===== src/rtl/tpu_mm_sequencer_if.sv =====
// tpu_mm_sequencer_if: host/datapath signal bundle of the matrix-multiply sequencer.
// The run_cycles signal is present only when TPU_SEQ_CYCLE_CNT_EN is defined.
interface tpu_mm_sequencer_if #(
   parameter int ROWW = 3
);
   logic            start;
   logic            clr_c;
   logic            abort;
   logic [ROWW-1:0] host_crow;
   logic            enA;
   logic            enB;
   logic            enS;
   logic            WrEnS;
   logic            cin_zero;
   logic [ROWW-1:0] crow;
   logic            busy;
   logic            done;
   logic            aborted;
`ifdef TPU_SEQ_CYCLE_CNT_EN
   logic [15:0]     run_cycles;
`endif

   // Host / decode side: issues requests, observes the sequencer.
   modport master (
      output start, clr_c, abort, host_crow,
      input  enA, enB, enS, WrEnS, cin_zero, crow, busy, done, aborted
`ifdef TPU_SEQ_CYCLE_CNT_EN
      , input run_cycles
`endif
   );

   // Sequencer side.
   modport slave (
      input  start, clr_c, abort, host_crow,
      output enA, enB, enS, WrEnS, cin_zero, crow, busy, done, aborted
`ifdef TPU_SEQ_CYCLE_CNT_EN
      , output run_cycles
`endif
   );
endinterface


===== src/rtl/tpu_mm_sequencer.sv =====
// tpu_mm_sequencer: control FSM for one matrix-multiply pass of the TPU datapath.
// IDLE -> (optional CLEAR of DIM accumulator rows) -> RUN for 3*DIM-2 cycles -> DONE.
// Optional busy-cycle counter enabled by defining TPU_SEQ_CYCLE_CNT_EN.
module tpu_mm_sequencer #(
   parameter int DIM  = 8,
   parameter int ROWW = $clog2(DIM),
   parameter int CNTW = $clog2(3*DIM)
) (
   input logic                clk,
   input logic                rst_n,
   tpu_mm_sequencer_if.slave  bus
);

   typedef enum logic [1:0] {
      ST_IDLE  = 2'd0,
      ST_CLEAR = 2'd1,
      ST_RUN   = 2'd2,
      ST_DONE  = 2'd3
   } state_e;

   // Terminal counts: CLEAR lasts DIM cycles, RUN lasts 3*DIM-2 cycles.
   localparam logic [CNTW-1:0] CLEAR_LAST = CNTW'(DIM - 1);
   localparam logic [CNTW-1:0] RUN_LAST   = CNTW'(3*DIM - 3);

   state_e          state_q, state_d;
   logic [CNTW-1:0] cnt_q,   cnt_d;
   logic            clr_q,   clr_d;
   logic            aborted_q, aborted_d;

   // Next-state logic: pass sequencing, abort handling, phase counter.
   always_comb begin
      state_d   = state_q;
      cnt_d     = cnt_q;
      clr_d     = clr_q;
      aborted_d = 1'b0;
      case (state_q)
         ST_IDLE: begin
            // start wins over a simultaneous abort; abort alone is ignored here
            if (bus.start) begin
               cnt_d   = {CNTW{1'b0}};
               clr_d   = bus.clr_c;
               state_d = bus.clr_c ? ST_CLEAR : ST_RUN;
            end else begin
               cnt_d   = {CNTW{1'b0}};
            end
         end
         ST_CLEAR: begin
            if (bus.abort) begin
               state_d   = ST_IDLE;
               cnt_d     = {CNTW{1'b0}};
               aborted_d = 1'b1;
            end else if (cnt_q == CLEAR_LAST) begin
               state_d = ST_RUN;
               cnt_d   = {CNTW{1'b0}};
            end else begin
               cnt_d   = cnt_q + CNTW'(1);
            end
         end
         ST_RUN: begin
            if (bus.abort) begin
               state_d   = ST_IDLE;
               cnt_d     = {CNTW{1'b0}};
               aborted_d = 1'b1;
            end else if (cnt_q == RUN_LAST) begin
               state_d = ST_DONE;
               cnt_d   = {CNTW{1'b0}};
            end else begin
               cnt_d   = cnt_q + CNTW'(1);
            end
         end
         ST_DONE: begin
            // late abort or start is ignored; the pass still completes
            state_d = ST_IDLE;
            cnt_d   = {CNTW{1'b0}};
         end
         default: begin
            state_d = ST_IDLE;
            cnt_d   = {CNTW{1'b0}};
         end
      endcase
   end

   // State, phase counter, clear flag and abort pulse registers.
   always_ff @(posedge clk or negedge rst_n) begin
      if (!rst_n) begin
         state_q   <= ST_IDLE;
         cnt_q     <= {CNTW{1'b0}};
         clr_q     <= 1'b0;
         aborted_q <= 1'b0;
      end else begin
         state_q   <= state_d;
         cnt_q     <= cnt_d;
         clr_q     <= clr_d;
         aborted_q <= aborted_d;
      end
   end

   // Moore output decode; crow follows the host except while clearing rows.
   always_comb begin
      bus.enA      = 1'b0;
      bus.enB      = 1'b0;
      bus.enS      = 1'b0;
      bus.WrEnS    = 1'b0;
      bus.cin_zero = 1'b0;
      bus.done     = 1'b0;
      bus.busy     = 1'b0;
      bus.crow     = bus.host_crow;
      case (state_q)
         ST_CLEAR: begin
            bus.WrEnS    = clr_q;
            bus.cin_zero = clr_q;
            bus.crow     = cnt_q[ROWW-1:0];
            bus.busy     = 1'b1;
         end
         ST_RUN: begin
            bus.enA  = 1'b1;
            bus.enB  = 1'b1;
            bus.enS  = 1'b1;
            bus.busy = 1'b1;
         end
         ST_DONE: begin
            bus.done = 1'b1;
            bus.busy = 1'b1;
         end
         default: begin
            bus.busy = 1'b0;
         end
      endcase
   end

   assign bus.aborted = aborted_q;

`ifdef TPU_SEQ_CYCLE_CNT_EN
   logic [15:0] run_cycles_q, run_cycles_d;
   logic        in_pass_s;

   assign in_pass_s = (state_q != ST_IDLE);

   // Busy-cycle counter: cleared on accepted start, saturating, held between passes.
   always_comb begin
      run_cycles_d = run_cycles_q;
      if ((state_q == ST_IDLE) && bus.start) begin
         run_cycles_d = 16'h0000;
      end else if (in_pass_s && (run_cycles_q != 16'hFFFF)) begin
         run_cycles_d = run_cycles_q + 16'h0001;
      end else begin
         run_cycles_d = run_cycles_q;
      end
   end

   // Busy-cycle counter register.
   always_ff @(posedge clk or negedge rst_n) begin
      if (!rst_n) begin
         run_cycles_q <= 16'h0000;
      end else begin
         run_cycles_q <= run_cycles_d;
      end
   end

   assign bus.run_cycles = run_cycles_q;
`endif

endmodule


===== src/flat_wrapper.sv =====
// flat-port wrapper written by rule: the top's interface ports become plain ports
module tpu_mm_sequencer_flat 
#(
   parameter int DIM  = 8,
   parameter int ROWW = $clog2(DIM),
   parameter int CNTW = $clog2(3*DIM)
)
  (clk, rst_n, bus_start, bus_clr_c, bus_abort, bus_host_crow, bus_enA, bus_enB, bus_enS, bus_WrEnS, bus_cin_zero, bus_crow, bus_busy, bus_done, bus_aborted);
  tpu_mm_sequencer_if #(.ROWW(ROWW)) bus_i ();
  input logic clk;
  input logic rst_n;
  input wire logic [$bits(bus_i.start)-1:0] bus_start;
  input wire logic [$bits(bus_i.clr_c)-1:0] bus_clr_c;
  input wire logic [$bits(bus_i.abort)-1:0] bus_abort;
  input wire logic [$bits(bus_i.host_crow)-1:0] bus_host_crow;
  output wire logic [$bits(bus_i.enA)-1:0] bus_enA;
  output wire logic [$bits(bus_i.enB)-1:0] bus_enB;
  output wire logic [$bits(bus_i.enS)-1:0] bus_enS;
  output wire logic [$bits(bus_i.WrEnS)-1:0] bus_WrEnS;
  output wire logic [$bits(bus_i.cin_zero)-1:0] bus_cin_zero;
  output wire logic [$bits(bus_i.crow)-1:0] bus_crow;
  output wire logic [$bits(bus_i.busy)-1:0] bus_busy;
  output wire logic [$bits(bus_i.done)-1:0] bus_done;
  output wire logic [$bits(bus_i.aborted)-1:0] bus_aborted;
  assign bus_i.start = bus_start;
  assign bus_i.clr_c = bus_clr_c;
  assign bus_i.abort = bus_abort;
  assign bus_i.host_crow = bus_host_crow;
  assign bus_enA = bus_i.enA;
  assign bus_enB = bus_i.enB;
  assign bus_enS = bus_i.enS;
  assign bus_WrEnS = bus_i.WrEnS;
  assign bus_cin_zero = bus_i.cin_zero;
  assign bus_crow = bus_i.crow;
  assign bus_busy = bus_i.busy;
  assign bus_done = bus_i.done;
  assign bus_aborted = bus_i.aborted;
  tpu_mm_sequencer #(.DIM(DIM), .ROWW(ROWW), .CNTW(CNTW)) u_core (.clk(clk), .rst_n(rst_n), .bus(bus_i));
endmodule

===== config.mk =====
export PLATFORM = sky130hd
export DESIGN_NAME = tpu_mm_sequencer_flat
export DESIGN_NICKNAME = d
export VERILOG_FILES = /design/src/rtl/tpu_mm_sequencer_if.sv /design/src/rtl/tpu_mm_sequencer.sv /design/src/flat_wrapper.sv
export SDC_FILE = /design/constraint.sdc
export NUM_CORES = 1
export LEC_CHECK = 0
export BUFFER_PORTS_ARGS = -buffer_cell sky130_fd_sc_hd__buf_2
export CAP_MARGIN = 20
export CELL_PAD_IN_SITES_DETAIL_PLACEMENT = 1
export CELL_PAD_IN_SITES_GLOBAL_PLACEMENT = 1
export CORE_UTILIZATION = 38
export CTS_CLUSTER_DIAMETER = 80
export CTS_CLUSTER_SIZE = 12
export DETAILED_ROUTE_END_ITERATION = 10
export HOLD_SLACK_MARGIN = 0.12
export PLACE_DENSITY = 0.76
export SETUP_SLACK_MARGIN = 0.4
export SLEW_MARGIN = 20
export SYNTH_ARGS = -nofsm -noshare
export SYNTH_HDL_FRONTEND = slang
export SYNTH_SLANG_ARGS = --single-unit

===== constraint.sdc =====
create_clock -name clk -period 4.8 [get_ports clk]
set_input_delay 0.48 -clock clk [delete_from_list [all_inputs] [get_ports clk]]
set_output_delay 0.48 -clock clk [all_outputs]
set_load 0.02 [all_outputs]

# After elaboration in Yosys (flattened, before gate mapping)

Cells that the tools add are included.

Add/sub/neg operators: 1
$mul: 0
Div/mod/pow operators: 0
Magnitude comparators: 0
Equal/unequal tests: 8
Shifts and indexed selects: 0
Multiplexer cells: 19
Bitwise logic cells: 0
Reductions and logical operators: 6

Operators with widths:

| kind                | number |
|---|---|
| $mux 5              | 4 |
| $pmux 5 s3          | 1 |
| $mux 2              | 6 |
| $pmux 2 s4          | 1 |
| $mux 1              | 6 |
| $ne 3x2->1 const B  | 2 |
| $add 5x1->5 const B | 1 |
| $eq 5x3->1 const B  | 1 |
| $eq 5x5->1 const B  | 1 |
| $eq 2x2->1 const B  | 2 |
| $reduce_or 2->1     | 2 |
| $mux 3              | 1 |
| $reduce_and 3->1    | 1 |
| $reduce_or 3->1     | 1 |
| $eq 2x1->1 const B  | 1 |
| $logic_not 2->1     | 1 |
| $ne 2x2->1 const B  | 1 |
| $reduce_and 2->1    | 1 |

Bits in registers: 9
Latch bits: 0
Bits in writable memories: 0
Memory bits (read-only): 0
Bits of input ports: 8
Output and inout bits: 11
Logic and storage cells: 38
Memories: 0

# Longest topological paths before layout

Depth in word-level cells: 4
Depth in mapped cells: 5
Gate-level depth less buffers: 5

# Worst setup path after synthesis

OpenSTA, ideal clock, no wires.

Path type: register to output
From: reg u_core.state_q[1]
To: out bus_cin_zero
Arrival time: 1.195 ns
Data required time: 4.320 ns
Path slack: 3.125 ns
Stages on the path, launching flop included: 5
Buffers on the path: 1
Path through: dfrtp_1 > inv_1 > ha_1 > and2_1 > buf_4

Longest elaborated chain between the ends: 2

RTL lines:

| item                     | RTL line               | text |
|---|---|---|
| start: declaration       | tpu_mm_sequencer.sv:25 | `state_e state_q, state_d;` |
| start signal: assignment | tpu_mm_sequencer.sv:91 | `state_q <= state_d;` |
| $eq 2x1->1               | -                      |  |
| $mux 1                   | -                      |  |
| end: declaration         | flat_wrapper.sv:20     | `output wire logic [$bits(bus_i.cin_zero)-1:0] bus_cin_zero;` |

Every way passes these cells.

# Worst setup path in the final report

From: reg u_core.state_q[1]
To: out bus_crow[0]

Longest elaborated chain between the ends: 2

RTL lines:

| item             | RTL line                | text |
|---|---|---|
| $eq 2x1->1       | tpu_mm_sequencer.sv:108 | `case (state_q)` |
| $mux 3           | tpu_mm_sequencer.sv:108 |  |
| end: declaration | flat_wrapper.sv:21      | `output wire logic [$bits(bus_i.crow)-1:0] bus_crow;` |

Every way passes these cells.

==> summary.txt <==
Clock tree
  • Htree depth: 1
  • Clk Latency, worst-skew pair: 270 ps
  • Num CTS Buffers: 3
  • CTS sink cnt: 9
  • Clk buf depth: 2
  • CTS clk-pin slew, worst paths: 70 ps
  • CTS root buf: clkbuf_4
  • CTS tree: done

Place
  • IO Port Bufs: 18
  • Dpl ws: 2940 ps
  • Gpl congestion: 0.714
  • Post-DP HPWL: 1.00 mm

Worst setup path
  • Worst-path cell chain: inv_1, ha_1, mux2_2, buf_2
  • Crit path largest cell delay: 400 ps
  • CP endpoint kind: output pin
  • Crit-path max FO: 6
  • WS Path Type: register to output pin
  • Critical path data arrival time: 1670 ps
  • CP Data Required Time: 4320 ps
  • Critical path's slowest cell: dfrtp_1
  • Top delay family on crit path: flip-flops
  • Crit path buffers/inverters: 2
  • CP Launch Type: register

Power and ir drop
  • Psw: 174 uW
  • Leak: 0.376 nW
  • Peak VDD IR: 0.250 mV
  • Internal power: 218 uW
  • Clk pwr share: 0.157
  • Pwr Density: 547 nW/um^2
  • Comb power frac: 0.549
  • Sequential share of power: 0.294
  • Switching Share: 0.443

Timing
  • F_max: 466 MHz
  • Setup Total Neg Slack: 0 ps
  • Worst hold slack: 482 ps
  • Rel. slew slack: 0.668
  • Final min period: 2150 ps
  • Final clock period utilization by the worst path: 0.447
  • Worst slew pin tran: 499 ps
  • Final setup fails: 0
  • Unrepaired setup endpoints after global routing: no
  • Fin. max-slew vios: 0
  • Hold Vio Cnt, Final: 0
  • Worst clock skew: 6.43 ps
  • PnR worst setup slack: 2650 ps

Cells and area
  • Ant diodes: 0
  • Final net count: 92
  • Layout cells sized above 1: 0.347
  • Layout fillers: 159
  • Synth-to-layout area growth: 20.6%

Synthesis
  • Post-Syn Area: 594 um^2
  • Async S/R FF share, synth: 1.00
  • Post-synth EDFFs: 0
  • Register area share after synthesis: 0.379
  • Yosys top cell area share: 0.379
  • Main flop type after synthesis: dfrtp_1
  • Area contributors post-synth: dfrtp_1 38%, ha_1 17%, mux2_2 9.5%, mux2i_1 5.1%, buf_4 3.8%
  • Warnings, synthesis: 0
  • Seq cells post-synth: 9
  • Dominant cell type by area after synthesis: dfrtp_1
  • Syn Nets: 71
  • Synth Instances: 55
  • Most numerous cell in the Yosys netlist: dfrtp_1
  • Synth cell types: 19
  • Avg Inst Size Synth: 10.8 um^2
  • Post-synth top cells: 9 x dfrtp_1, 8 x ha_1, 6 x inv_1

Global route
  • First-pass GRT wire length: 2.31 mm
  • Number of global-route vias before repair: 517
  • Antenna violations before repair: 0
  • Largest net degree at the start of global routing: 10
  • GRT overflow: 0
  • Gr usage total: 0.178

Status
  • Status: finished clean

Floorplanning
  • Die area: 1730 um^2
  • Die Wd: 41.5 um
  • Row count: 13
  • Initial Util: 0.430
  • Die Y-Extent: 41.5 um
  • Core area: 1380 um^2
  • Num ports: 19

Route
  • Detailed Route WL: 1.30 mm
  • Detailed Routing Iterations Pass 1: 5
  • DRC viols: 0
  • Vias: 473
  • Antenna viol nets, final: 0
  • Starting DRC count in detailed routing: 6
  • DR vias/cell: 5.26
  • WL per Instance: 14.4 um

Hold path
  • Worst Hold Class: primary input to register

Job
  • Max cap viols: 0
[worst reg2reg max path, delay by kind of cell, from the launching register on]
| family | cells | cell delay [ps] |
|---|---|---|
| AND/OR/NAND/NOR | 1 | 180 |
| flip-flops | 1 | 400 |
| multiplexers | 1 | 260 |
| AO/OA/AOI/OAI | 1 | 460 |
| buffers and inverters | 1 | 110 |
| adder cells (fa/ha/maj) | 1 | 270 |
[flip-flops by register name, indices dropped and copies added (netlist names)]
register            cells
u_core.clr_q            1
u_core.state_q          2
u_core.bus.aborted      1
u_core.cnt_q            5
[cells in the final DEF, fill, tap and decap left out, drive strengths merged]
master / count
buf: 18
nor2: 3
nor3: 3
xor2: 2
xnor2: 1
nand4b: 1
nand2: 1
dlygate4sd3: 1
a222oi: 1
mux2: 5
nand4bb: 1
inv: 6
o21bai: 1
clkbuf: 4
dfrtp: 9
and2: 2
nand3: 2
ha: 8
nor2b: 2
a2bb2oi: 1
mux2i: 3
[metal layers]
metal,vias up,wire length (um),global-route usage
met5,-,0,0
met2,15,601,0.278
met4,0,39,0.0968
met3,5,76,0.0565
li1,222,-,-
met1,231,578,0.215
[layout make-up]
cell class / count / area (um^2) / area share
Inverter: 6 / 22.5 / 0.0314
Sequential cell: 9 / 225 / 0.314
Multi-Input combinational cell: 37 / 324 / 0.452
Tap cell: 15 / 18.8 / 0.0262
Clock buffer: 4 / 26.3 / 0.0366
Timing Repair Buffer: 19 / 100 / 0.140
[cell families (layout without fill, tap and decap cells)]
kind of cell,count (synthesis),count (layout),synth area share
buf+inv,9,29,0.0758
flops,9,9,0.379
fa+ha+maj,8,8,0.168
simple gates,15,15,0.143
mux,8,8,0.145
xor+xnor,3,3,0.0442
compound gates,3,3,0.0442
[worst paths after layout]
path,depth (start not counted),from,endpoint,slack (ps)
max,4,u_core.state_q[1]$_DFFE_PN0P_,bus_crow[0],2650
max in group asynchronous,2,rst_n,u_core.cnt_q[1]$_DFF_PN0_,4030
min reg2reg,1,u_core.clr_q$_DFFE_PN0P_,u_core.clr_q$_DFFE_PN0P_,500
max reg2reg,5,u_core.state_q[0]$_DFFE_PN0P_,u_core.state_q[1]$_DFFE_PN0P_,3050
min,2,bus_clr_c,u_core.clr_q$_DFFE_PN0P_,480
min in group asynchronous,2,rst_n,u_core.cnt_q[4]$_DFF_PN0_,590
[power by group through the flow]
stage | Sequential, mW | Clock (mW) | Combinational, mW
global placement | 0.115 | 0 | 0.211
CTS | 0.116 | 0.0638 | 0.219
finish | 0.115 | 0.0615 | 0.215
floorplan | 0.117 | 0 | 0.165
detailed placement | 0.117 | 0 | 0.218
global route | 0.119 | 0.0673 | 0.236
[metrics by stage]
stage	cells	util	power [mW]	cell area, um^2
6_report	90	0.519	0.392	717
3_3_place_gp	85	0.492	0.326	681
5_1_grt	90	0.519	0.422	717
3_5_place_dp	85	0.492	0.334	681
4_1_cts	90	0.519	0.398	717
2_1_floorplan	55	-	0.282	594
[timing repair]
action	in CTS	in global routing
buffers inserted	0	0
resized for setup	0	0
hold endpoints to repair	9	0
hold buffers	1	0
Power figures use the tool's default switching activity.
